## src/rtl/period_meter_amisha.sv

```systemverilog
// period_meter_amisha
//   FSMD period / high-pulse-width meter. In mode 0 it measures the
//   rising-to-rising period summed over n periods. In mode 1 it measures the
//   rising-to-falling high width. Both results are in units of CLK_DIV clocks.
//   The result saturates on overflow. A missing start edge raises a timeout.
//
// Optional feature: define SI_SYNC_EN to pass si_amisha through a 2-flop
//   synchroniser before edge detection. Leave it undefined when si_amisha is
//   already synchronous to clk_amisha.
//
// Ports
//   clk_amisha        in   clock, rising edge
//   reset_amisha      in   asynchronous active-high reset
//   start_amisha      in   start request, accepted only while ready_amisha=1
//   abort_amisha      in   abandon a measurement in WAIT/COUNT
//   mode_amisha       in   0 = period (rise->rise), 1 = high width (rise->fall)
//   n_amisha          in   periods to accumulate in mode 0 (0 treated as 1)
//   si_amisha         in   measured signal
//   ready_amisha      out  high in IDLE
//   done_tick_amisha  out  one-cycle pulse when a result is complete
//   prd_amisha        out  result in CLK_DIV units (held until next COUNT)
//   ovf_amisha        out  result saturated
//   tmo_amisha        out  no start edge before the timeout
module period_meter_amisha #(
    parameter int CLK_DIV       = 50000,
    parameter int PW            = 16,
    parameter int NW            = 4,
    parameter int TIMEOUT_UNITS = 1000
) (
    input  logic          clk_amisha,
    input  logic          reset_amisha,
    input  logic          start_amisha,
    input  logic          abort_amisha,
    input  logic          mode_amisha,
    input  logic [NW-1:0] n_amisha,
    input  logic          si_amisha,
    output logic          ready_amisha,
    output logic          done_tick_amisha,
    output logic [PW-1:0] prd_amisha,
    output logic          ovf_amisha,
    output logic          tmo_amisha
);

    localparam int TW = (CLK_DIV > 1) ? $clog2(CLK_DIV) : 1;
    localparam int WW = $clog2(TIMEOUT_UNITS + 1);
    localparam logic [TW-1:0] T_LAST = TW'(CLK_DIV - 1);
    localparam logic [WW-1:0] W_LAST = WW'(TIMEOUT_UNITS);

    typedef enum logic [1:0] {S_IDLE, S_WAIT, S_COUNT, S_DONE} state_t;

    state_t        state_q, state_d;
    logic [TW-1:0] t_q, t_d;        // clocks within the current unit
    logic [WW-1:0] w_q, w_d;        // units spent waiting for the start edge
    logic [PW-1:0] p_q, p_d;        // accumulated units; doubles as the result
    logic [NW-1:0] e_q, e_d;        // non-terminating rises seen in COUNT
    logic [NW-1:0] n_q, n_d;
    logic          mode_q, mode_d;
    logic          ovf_q, ovf_d;
    logic          tmo_q, tmo_d;
    logic          dly_q;
    logic          s;
    logic          rise, fall, term;

`ifdef SI_SYNC_EN
    logic [1:0] sync_q;
    always_ff @(posedge clk_amisha or posedge reset_amisha) begin
        if (reset_amisha) sync_q <= 2'b00;
        else              sync_q <= {sync_q[0], si_amisha};
    end
    assign s = sync_q[1];
`else
    assign s = si_amisha;
`endif

    assign rise = s & ~dly_q;
    assign fall = dly_q & ~s;
    // The terminating edge in mode 0 is the n-th rise after the start rise.
    assign term = mode_q ? fall : (rise && (e_q == n_q - NW'(1)));

    always_comb begin
        state_d          = state_q;
        t_d              = t_q;
        w_d              = w_q;
        p_d              = p_q;
        e_d              = e_q;
        n_d              = n_q;
        mode_d           = mode_q;
        ovf_d            = ovf_q;
        tmo_d            = tmo_q;
        ready_amisha     = 1'b0;
        done_tick_amisha = 1'b0;
        case (state_q)
            S_IDLE: begin
                ready_amisha = 1'b1;
                if (start_amisha) begin
                    mode_d  = mode_amisha;
                    n_d     = (n_amisha == '0) ? NW'(1) : n_amisha;
                    ovf_d   = 1'b0;
                    tmo_d   = 1'b0;
                    w_d     = '0;
                    t_d     = '0;
                    state_d = S_WAIT;
                end
            end
            S_WAIT: begin
                // p keeps the previous result until the new measurement starts.
                if (abort_amisha) begin
                    state_d = S_IDLE;
                end else if (rise) begin
                    t_d     = '0;
                    p_d     = '0;
                    e_d     = '0;
                    state_d = S_COUNT;
                end else if (w_q == W_LAST) begin
                    tmo_d   = 1'b1;
                    p_d     = '0;
                    state_d = S_DONE;
                end else if (t_q == T_LAST) begin
                    t_d = '0;
                    w_d = w_q + WW'(1);
                end else begin
                    t_d = t_q + TW'(1);
                end
            end
            S_COUNT: begin
                // On the terminating cycle t/p freeze, so p = floor((T-1)/CLK_DIV).
                if (abort_amisha) begin
                    state_d = S_IDLE;
                end else if (term) begin
                    state_d = S_DONE;
                end else begin
                    if (!mode_q && rise) e_d = e_q + NW'(1);
                    if (t_q == T_LAST) begin
                        if (&p_q) begin
                            ovf_d   = 1'b1;
                            state_d = S_DONE;
                        end else begin
                            t_d = '0;
                            p_d = p_q + PW'(1);
                        end
                    end else begin
                        t_d = t_q + TW'(1);
                    end
                end
            end
            S_DONE: begin
                done_tick_amisha = 1'b1;
                state_d          = S_IDLE;
            end
            default: state_d = S_IDLE;
        endcase
    end

    always_ff @(posedge clk_amisha or posedge reset_amisha) begin
        if (reset_amisha) begin
            state_q <= S_IDLE;
            t_q     <= '0;
            w_q     <= '0;
            p_q     <= '0;
            e_q     <= '0;
            n_q     <= NW'(1);
            mode_q  <= 1'b0;
            ovf_q   <= 1'b0;
            tmo_q   <= 1'b0;
            dly_q   <= 1'b0;
        end else begin
            state_q <= state_d;
            t_q     <= t_d;
            w_q     <= w_d;
            p_q     <= p_d;
            e_q     <= e_d;
            n_q     <= n_d;
            mode_q  <= mode_d;
            ovf_q   <= ovf_d;
            tmo_q   <= tmo_d;
            dly_q   <= s;
        end
    end

    assign prd_amisha = p_q;
    assign ovf_amisha = ovf_q;
    assign tmo_amisha = tmo_q;

endmodule

```

## config.mk

```make
export PLATFORM = sky130hd
export DESIGN_NAME = period_meter_amisha
export DESIGN_NICKNAME = d
export VERILOG_FILES = /design/src/rtl/period_meter_amisha.sv
export SDC_FILE = /design/constraint.sdc
export NUM_CORES = 1
export LEC_CHECK = 0
export CORE_ASPECT_RATIO = 0.6
export CORE_MARGIN = 4
export CORE_UTILIZATION = 50
export CTS_BUF_LIST = sky130_fd_sc_hd__clkbuf_2
export CTS_CLUSTER_SIZE = 16
export DETAILED_ROUTE_END_ITERATION = 10
export PLACE_DENSITY = 0.7
export SLEW_MARGIN = 20
export SYNTH_ARGS = -nofsm -noshare
export SYNTH_HDL_FRONTEND = slang
export SYNTH_SLANG_ARGS = --single-unit
```

## constraint.sdc

```tcl
create_clock -name clk_amisha -period 4.4 [get_ports clk_amisha]
set_clock_uncertainty 0.2 [all_clocks]
set_input_delay 0.88 -clock clk_amisha [delete_from_list [all_inputs] [get_ports clk_amisha]]
set_output_delay 0.88 -clock clk_amisha [all_outputs]
set_load 0.03 [all_outputs]
```

==> key figures, run 1 <==
Clock network
  – Resize count post-CTS: 0
  – Hold Buf Count CTS: 0
  – CTS Buf Count: 5
  – CTS tree: done
  – Clock root buffer: clkbuf_2
  – Clock Pin Slew Worst Setup and Hold Paths: 290 ps
  – Clk buf depth: 2
  – CTS Sinks: 56
  – Clock Latency Late Sink: 480 ps
  – Setup bufs post-CTS: 0
  – H-tree depth: 2

Finish
  – Area Growth Syn to Fin: 14.6%
  – Share of cells above drive strength 1: 0.0663
  – Final nets: 427
  – Design area: 0.00380 mm²
  – Most common cell after layout, fill and taps aside: dfrtp_1
  – Final core occ: 0.605
  – Most frequent cells in the layout: 55 x dfrtp_1, 33 x nand2_1, 30 x o21ai_0
  – N_diodes: 0

Synth
  – Synth Area in Simple Gates: 0.250
  – Post-synthesis compound-gate area fraction: 0.206
  – Post-synthesis sequential area ratio: 0.423
  – Post-Synthesis Cells: 374
  – Area leader, netlist: dfrtp_1
  – Warnings, synthesis: 0
  – Main combinational cell family by area after synthesis: simple AND/OR/NAND/NOR gates
  – Post-synth EDFFs: 0
  – Syn Nets: 395
  – Register bit total from synthesis: 56
  – Multiplexer share of the synthesized area: 0.0230
  – Library cells used by synthesis: 47
  – Asr flop ratio synth: 1.00
  – Ys flop type: dfrtp_1
  – Cell Area, Synth: 0.00331 mm²
  – Yosys top cell area share: 0.415
  – Ranking of synthesized cells by area: dfrtp_1 42%, o21ai_0 4.5%, o31ai_1 4.5%
  – Avg Cell Area, Syn: 8.86 µm²
  – Xor and xnor area share after synthesis: 0.0230
  – Adder-cell share of the synthesized area: 0.0415

Timing
  – Worst Tran Pin Value: 789 ps
  – Final Hold Fails: 0
  – Maximum clock rate: 294 MHz
  – Final worst path period need: 3400 ps
  – Final setup viols: 0
  – Fin crit share: 0.774
  – Setup tns final: 0 ps
  – RSZ-0062 raised after global routing: false
  – Max_slew headroom: 0.469
  – Fin. max-slew vios: 0

Global route
  – GRT Total Usage: 0.203
  – First-pass GRT wire length: 13400 µm
  – GRT overflow: 0
  – Initial antenna violation count: 0
  – Pin count of the biggest net entering global routing: 38
  – Vias in the first global route: 2678

Run
  – Number of max-cap violations: 0

Power and ir drop
  – Tot Pwr: 1.57 mW
  – IR drop worst, VDD: 248 µV
  – LEAKAGE: 1.61 nW
  – Pwr Density: 412 mW/mm²

Drt
  – Final antenna-violating net count: 0
  – DR WL/cell: 16.4 µm
  – Initial DRC count: 245
  – Drt total wl: 8030 µm
  – DRC viols: 0
  – Via Count: 3033
  – Vias/cell: 6.18
  – DRT Pass-1 Iters: 4

Setup path
  – Crit Path Class: register to register
  – FF-to-FF Start: w_q[0]
  – Required @ worst endpoint: 4630 ps
  – Startpoint Class: register
  – Arr. time, crit path: 3640 ps
  – CP max FO: 16
  – CP Launch Point: w_q[0]
  – Critical Path End Type: register

Run status
  – Outcome: finished, final reports clean

Worst hold path
  – Hold Path Class: register to register
  – Hold wc startpoint: t_q[14]

Placed design
  – Gpl congestion: 0.861
  – Placed Area: 0.00373 mm²
  – Half-perimeter wire length after placement: 5730 µm
  – IO Port Bufs: 29

Die
  – Die area: 0.00804 mm²
  – Die width: 113 µm
  – Row cnt: 22
  – Die H: 71.1 µm
  – I/O pin count: 30
  – Initial cell density of the core: 0.528
  – CORE AREA: 0.00628 mm²
worst max-delay path, cell delays in order (launching register included):
cell and delay [ps]:
dfrtp_1 490, inv_1 80, ha_1 130, nand4b_1 80, or4b_1 620, a311o_1 520
buf_4 230, or4_1 540, or3_1 320, a21oi_1 140
stage by stage:
step,cells,hold WS (ps),setup slack [ps]
5_1_grt,491,346,831
3_3_place_gp,483,277,838
2_1_floorplan,374,243,1380
3_5_place_dp,483,272,732
4_1_cts,491,307,1010
6_report,491,308,996
cell usage after synthesis, types with 12 or more instances:
| cell type | n |
|---|---|
| clkbuf_1 | 12 |
| nor2_1 | 28 |
| nand3_1 | 18 |
| inv_1 | 14 |
| o31ai_1 | 20 |
| nand2_1 | 33 |
| or3_1 | 13 |
| dfrtp_1 | 55 |
| a21oi_1 | 28 |
| o21ai_0 | 30 |
path summary, 6_finish.rpt:
path,to,slack (ps),depth (start not counted)
setup / recovery,prd_amisha[15],1000,9
hold / removal,t_q[14],310,1
setup reg to reg,prd_amisha[15],1000,9
hold reg to reg,t_q[14],310,1
max in group asynchronous,n_q[0],2670,3
min in group asynchronous,t_q[13],450,2
routing by layer:
| metal | global-route usage | share of wire | wire, µm | vias to the layer above |
|---|---|---|---|---|
| li1 | - | - | - | 1476 |
| met1 | 0.325 | 0.51 | 4070 | 1460 |
| met2 | 0.280 | 0.42 | 3380 | 89 |
| met3 | 0.0436 | 0.064 | 514 | 8 |
| met4 | 0.0400 | 0.0077 | 62 | 0 |
| met5 | 0 | 0 | 0 | - |
final cells by class:
cell class                 instances  area (µm²)
fill                             571        2480
multi-input combinational        289        1810
sequential                        56        1400
timing repair buffer              39         365
tap                               84         105
inverter                          15        56.3
clock inverter                     3        37.5
clock buffer                       5        25.0
cells by family after synthesis:
| family | count (synthesis) |
|---|---|
| compound gates | 108 |
| xor+xnor | 7 |
| fa+ha+maj | 11 |
| buf+inv | 29 |
| flops | 56 |
| mux | 7 |
| simple gates | 156 |
sequential cells by signal, indices dropped and copies added (netlist names):
name        cells
e_q             4
ovf_amisha      1
n_q             4
w_q            10
prd_amisha     16
t_q            16
mode_q          1
dly_q           1
tmo_amisha      1
state_q         2
report_power, final:
part / total (mW) / internal, mW / switching, mW
clock network: 0.260 / 0.0922 / 0.167
logic: 0.671 / 0.260 / 0.411
registers: 0.635 / 0.576 / 0.0588
Power figures use the tool's default switching activity.
==> run 2: changes to the inputs <==
==> constraint.sdc (replaced) <==
create_clock -name clk_amisha -period 3.26 [get_ports clk_amisha]
set_clock_uncertainty 0.2 [all_clocks]
set_input_delay 0.652 -clock clk_amisha [delete_from_list [all_inputs] [get_ports clk_amisha]]
set_output_delay 0.652 -clock clk_amisha [all_outputs]
set_load 0.03 [all_outputs]
==> key figures, run 2 (synthesized netlist as in run 1, its figures left out) <==
Run status
  – Outcome: finished, final reports clean

Drt
  – Initial DRC count: 225
  – Met2 Wirelength: 3580 µm
  – M1 WL: 4150 µm
  – Highest metal used: met4
  – Vias/cell: 6.23
  – Drt total wl: 8270 µm
  – DR WL/cell: 16.6 µm
  – Via Count: 3098
  – DRT Pass-1 Iters: 4
  – Final antenna-violating net count: 0
  – DRC viols: 0
  – Total length of routed met3 wires: 478 µm

Die
  – Row cnt: 22
  – CORE AREA: 0.00628 mm²
  – Initial cell density of the core: 0.528
  – Die width: 113 µm
  – Die area: 0.00804 mm²
  – Die H: 71.1 µm
  – I/O pin count: 30

Power and ir drop
  – Combinational Power Share: 0.450
  – Pwr Density: 541 mW/mm²
  – NetSw: 0.868 mW
  – Clock share of power: 0.135
  – Tot Pwr: 2.08 mW
  – Pint: 1.21 mW
  – LEAKAGE: 1.63 nW
  – Switch share: 0.418
  – Sequential Power Share: 0.415
  – IR drop worst, VDD: 311 µV

Finish
  – Fillers: 548
  – Area Growth Syn to Fin: 15.8%
  – Most common cell after layout, fill and taps aside: dfrtp_1
  – N_diodes: 0
  – Share of cells above drive strength 1: 0.0799
  – Most frequent cells in the layout: 55 x dfrtp_1, 33 x nand2_1, 30 x o21ai_0
  – Final nets: 433
  – Final core occ: 0.612
  – Flip-flop and latch area: 0.00140 mm²
  – Multi-input logic area: 0.00180 mm²
  – Fin cells: 497

Timing
  – Max_slew headroom: 0.586
  – Worst Tran Pin Value: 620 ps
  – Setup tns final: 0 ps
  – RSZ-0062 raised after global routing: false
  – Fin. max-slew vios: 0
  – Final setup viols: 0
  – Worst setup margin: 174 ps
  – Final Hold Fails: 0
  – Maximum clock rate: 324 MHz
  – Fin crit share: 0.947
  – Final worst path period need: 3090 ps

Worst hold path
  – Hold Path Class: register to register
  – Worst hold stages: 1
  – Hold wc startpoint: t_q[14]
  – Hold Path Sink: t_q[14]

Clock network
  – Setup bufs post-CTS: 0
  – Clock Latency Late Sink: 470 ps
  – Resize count post-CTS: 0
  – H-tree depth: 2
  – Clk buf depth: 2
  – CTS Sinks: 56
  – CTS tree: done
  – Hold Buf Count CTS: 0
  – Clock Pin Slew Worst Setup and Hold Paths: 280 ps
  – CTS Buf Count: 5
  – Clock root buffer: clkbuf_2

Setup path
  – Startpoint Class: register
  – Worst path slowest cell: or4b_1
  – Arr. time, crit path: 3300 ps
  – Crit Path Class: register to register
  – Critical Path End Type: register
  – CP Launch Point: w_q[0]
  – R2r endpoint: prd_amisha[7]
  – FF-to-FF path depth: 9
  – CP max FO: 12
  – Crit-path leading delay family: simple AND/OR/NAND/NOR gates
  – Most frequent CP cell: or3_1
  – Required @ worst endpoint: 3480 ps
  – Critical path's largest stage delay: 540 ps
  – CP cell instances: inv_1 > ha_1 > nand4b_1 > or4b_1 > a311o_1 > buf_4 > or3_1 > or3_1 > a21oi_1
  – Critical path buffers and inverters: 2
  – Reg2reg setup slack: 170 ps
  – FF-to-FF Start: w_q[0]

Run
  – Number of max-cap violations: 0

Placed design
  – Dpl ws: 102 ps
  – Gpl congestion: 0.839
  – Half-perimeter wire length after placement: 5990 µm
  – IO Port Bufs: 29
  – Cells after DPL: 489

Global route
  – Pin count of the biggest net entering global routing: 30
  – GRT Total Usage: 0.221
  – GRT overflow: 0
  – First-pass GRT wire length: 14600 µm
  – Initial antenna violation count: 0
  – Vias in the first global route: 2958
## run 2: worst max-delay path by stage
stage / end / cells after the start
final: prd_amisha[7] / 9
after global routing: prd_amisha[15] / 8
after detailed placement: prd_amisha[14] / 7
after global placement: prd_amisha[14] / 7
after CTS: prd_amisha[7] / 9
after floorplan: prd_amisha[15] / 9
## run 2: power by group through the flow
stage / Combinational [mW] / Clock, mW / Sequential, mW
final: 0.935 / 0.281 / 0.862
after global routing: 1.05 / 0.317 / 0.876
after CTS: 0.930 / 0.289 / 0.860
after detailed placement: 0.925 / 0 / 0.871
after global placement: 0.902 / 0 / 0.865
after floorplan: 0.648 / 0 / 0.847
## run 2: cell type report
class / count / share of cell area
Sequential cell: 56 / 0.365
Inverter: 15 / 0.0147
Timing Repair Buffer: 45 / 0.113
Clock buffer: 7 / 0.00913
Tap cell: 84 / 0.0274
Clock inverter: 1 / 0.000978
Multi-Input combinational cell: 289 / 0.469
## run 2: metal layers
metal / global-route usage / vias to the layer above
met5: 0 / -
met4: 0.0427 / 0
met3: 0.0453 / 8
met2: 0.328 / 88
met1: 0.337 / 1509
li1: - / 1493
## run 2: worst register-to-register path: cells and delay by family (launching register included)
| family | cells | cell delay, ps |
|---|---|---|
| adders and majority gates | 1 | 150 |
| and+or+nand+nor | 4 | 1320 |
| buffers and inverters | 2 | 290 |
| AOI/OAI and AO/OA | 2 | 610 |
| DFF | 1 | 490 |
## run 2: metrics by stage
step / hold slack [ps] / instance area, µm²
global route: 340 / 3840
global placement: 276 / 3800
finish: 320 / 3840
CTS: 316 / 3840
floorplan: 243 / 3310
detailed placement: 282 / 3800
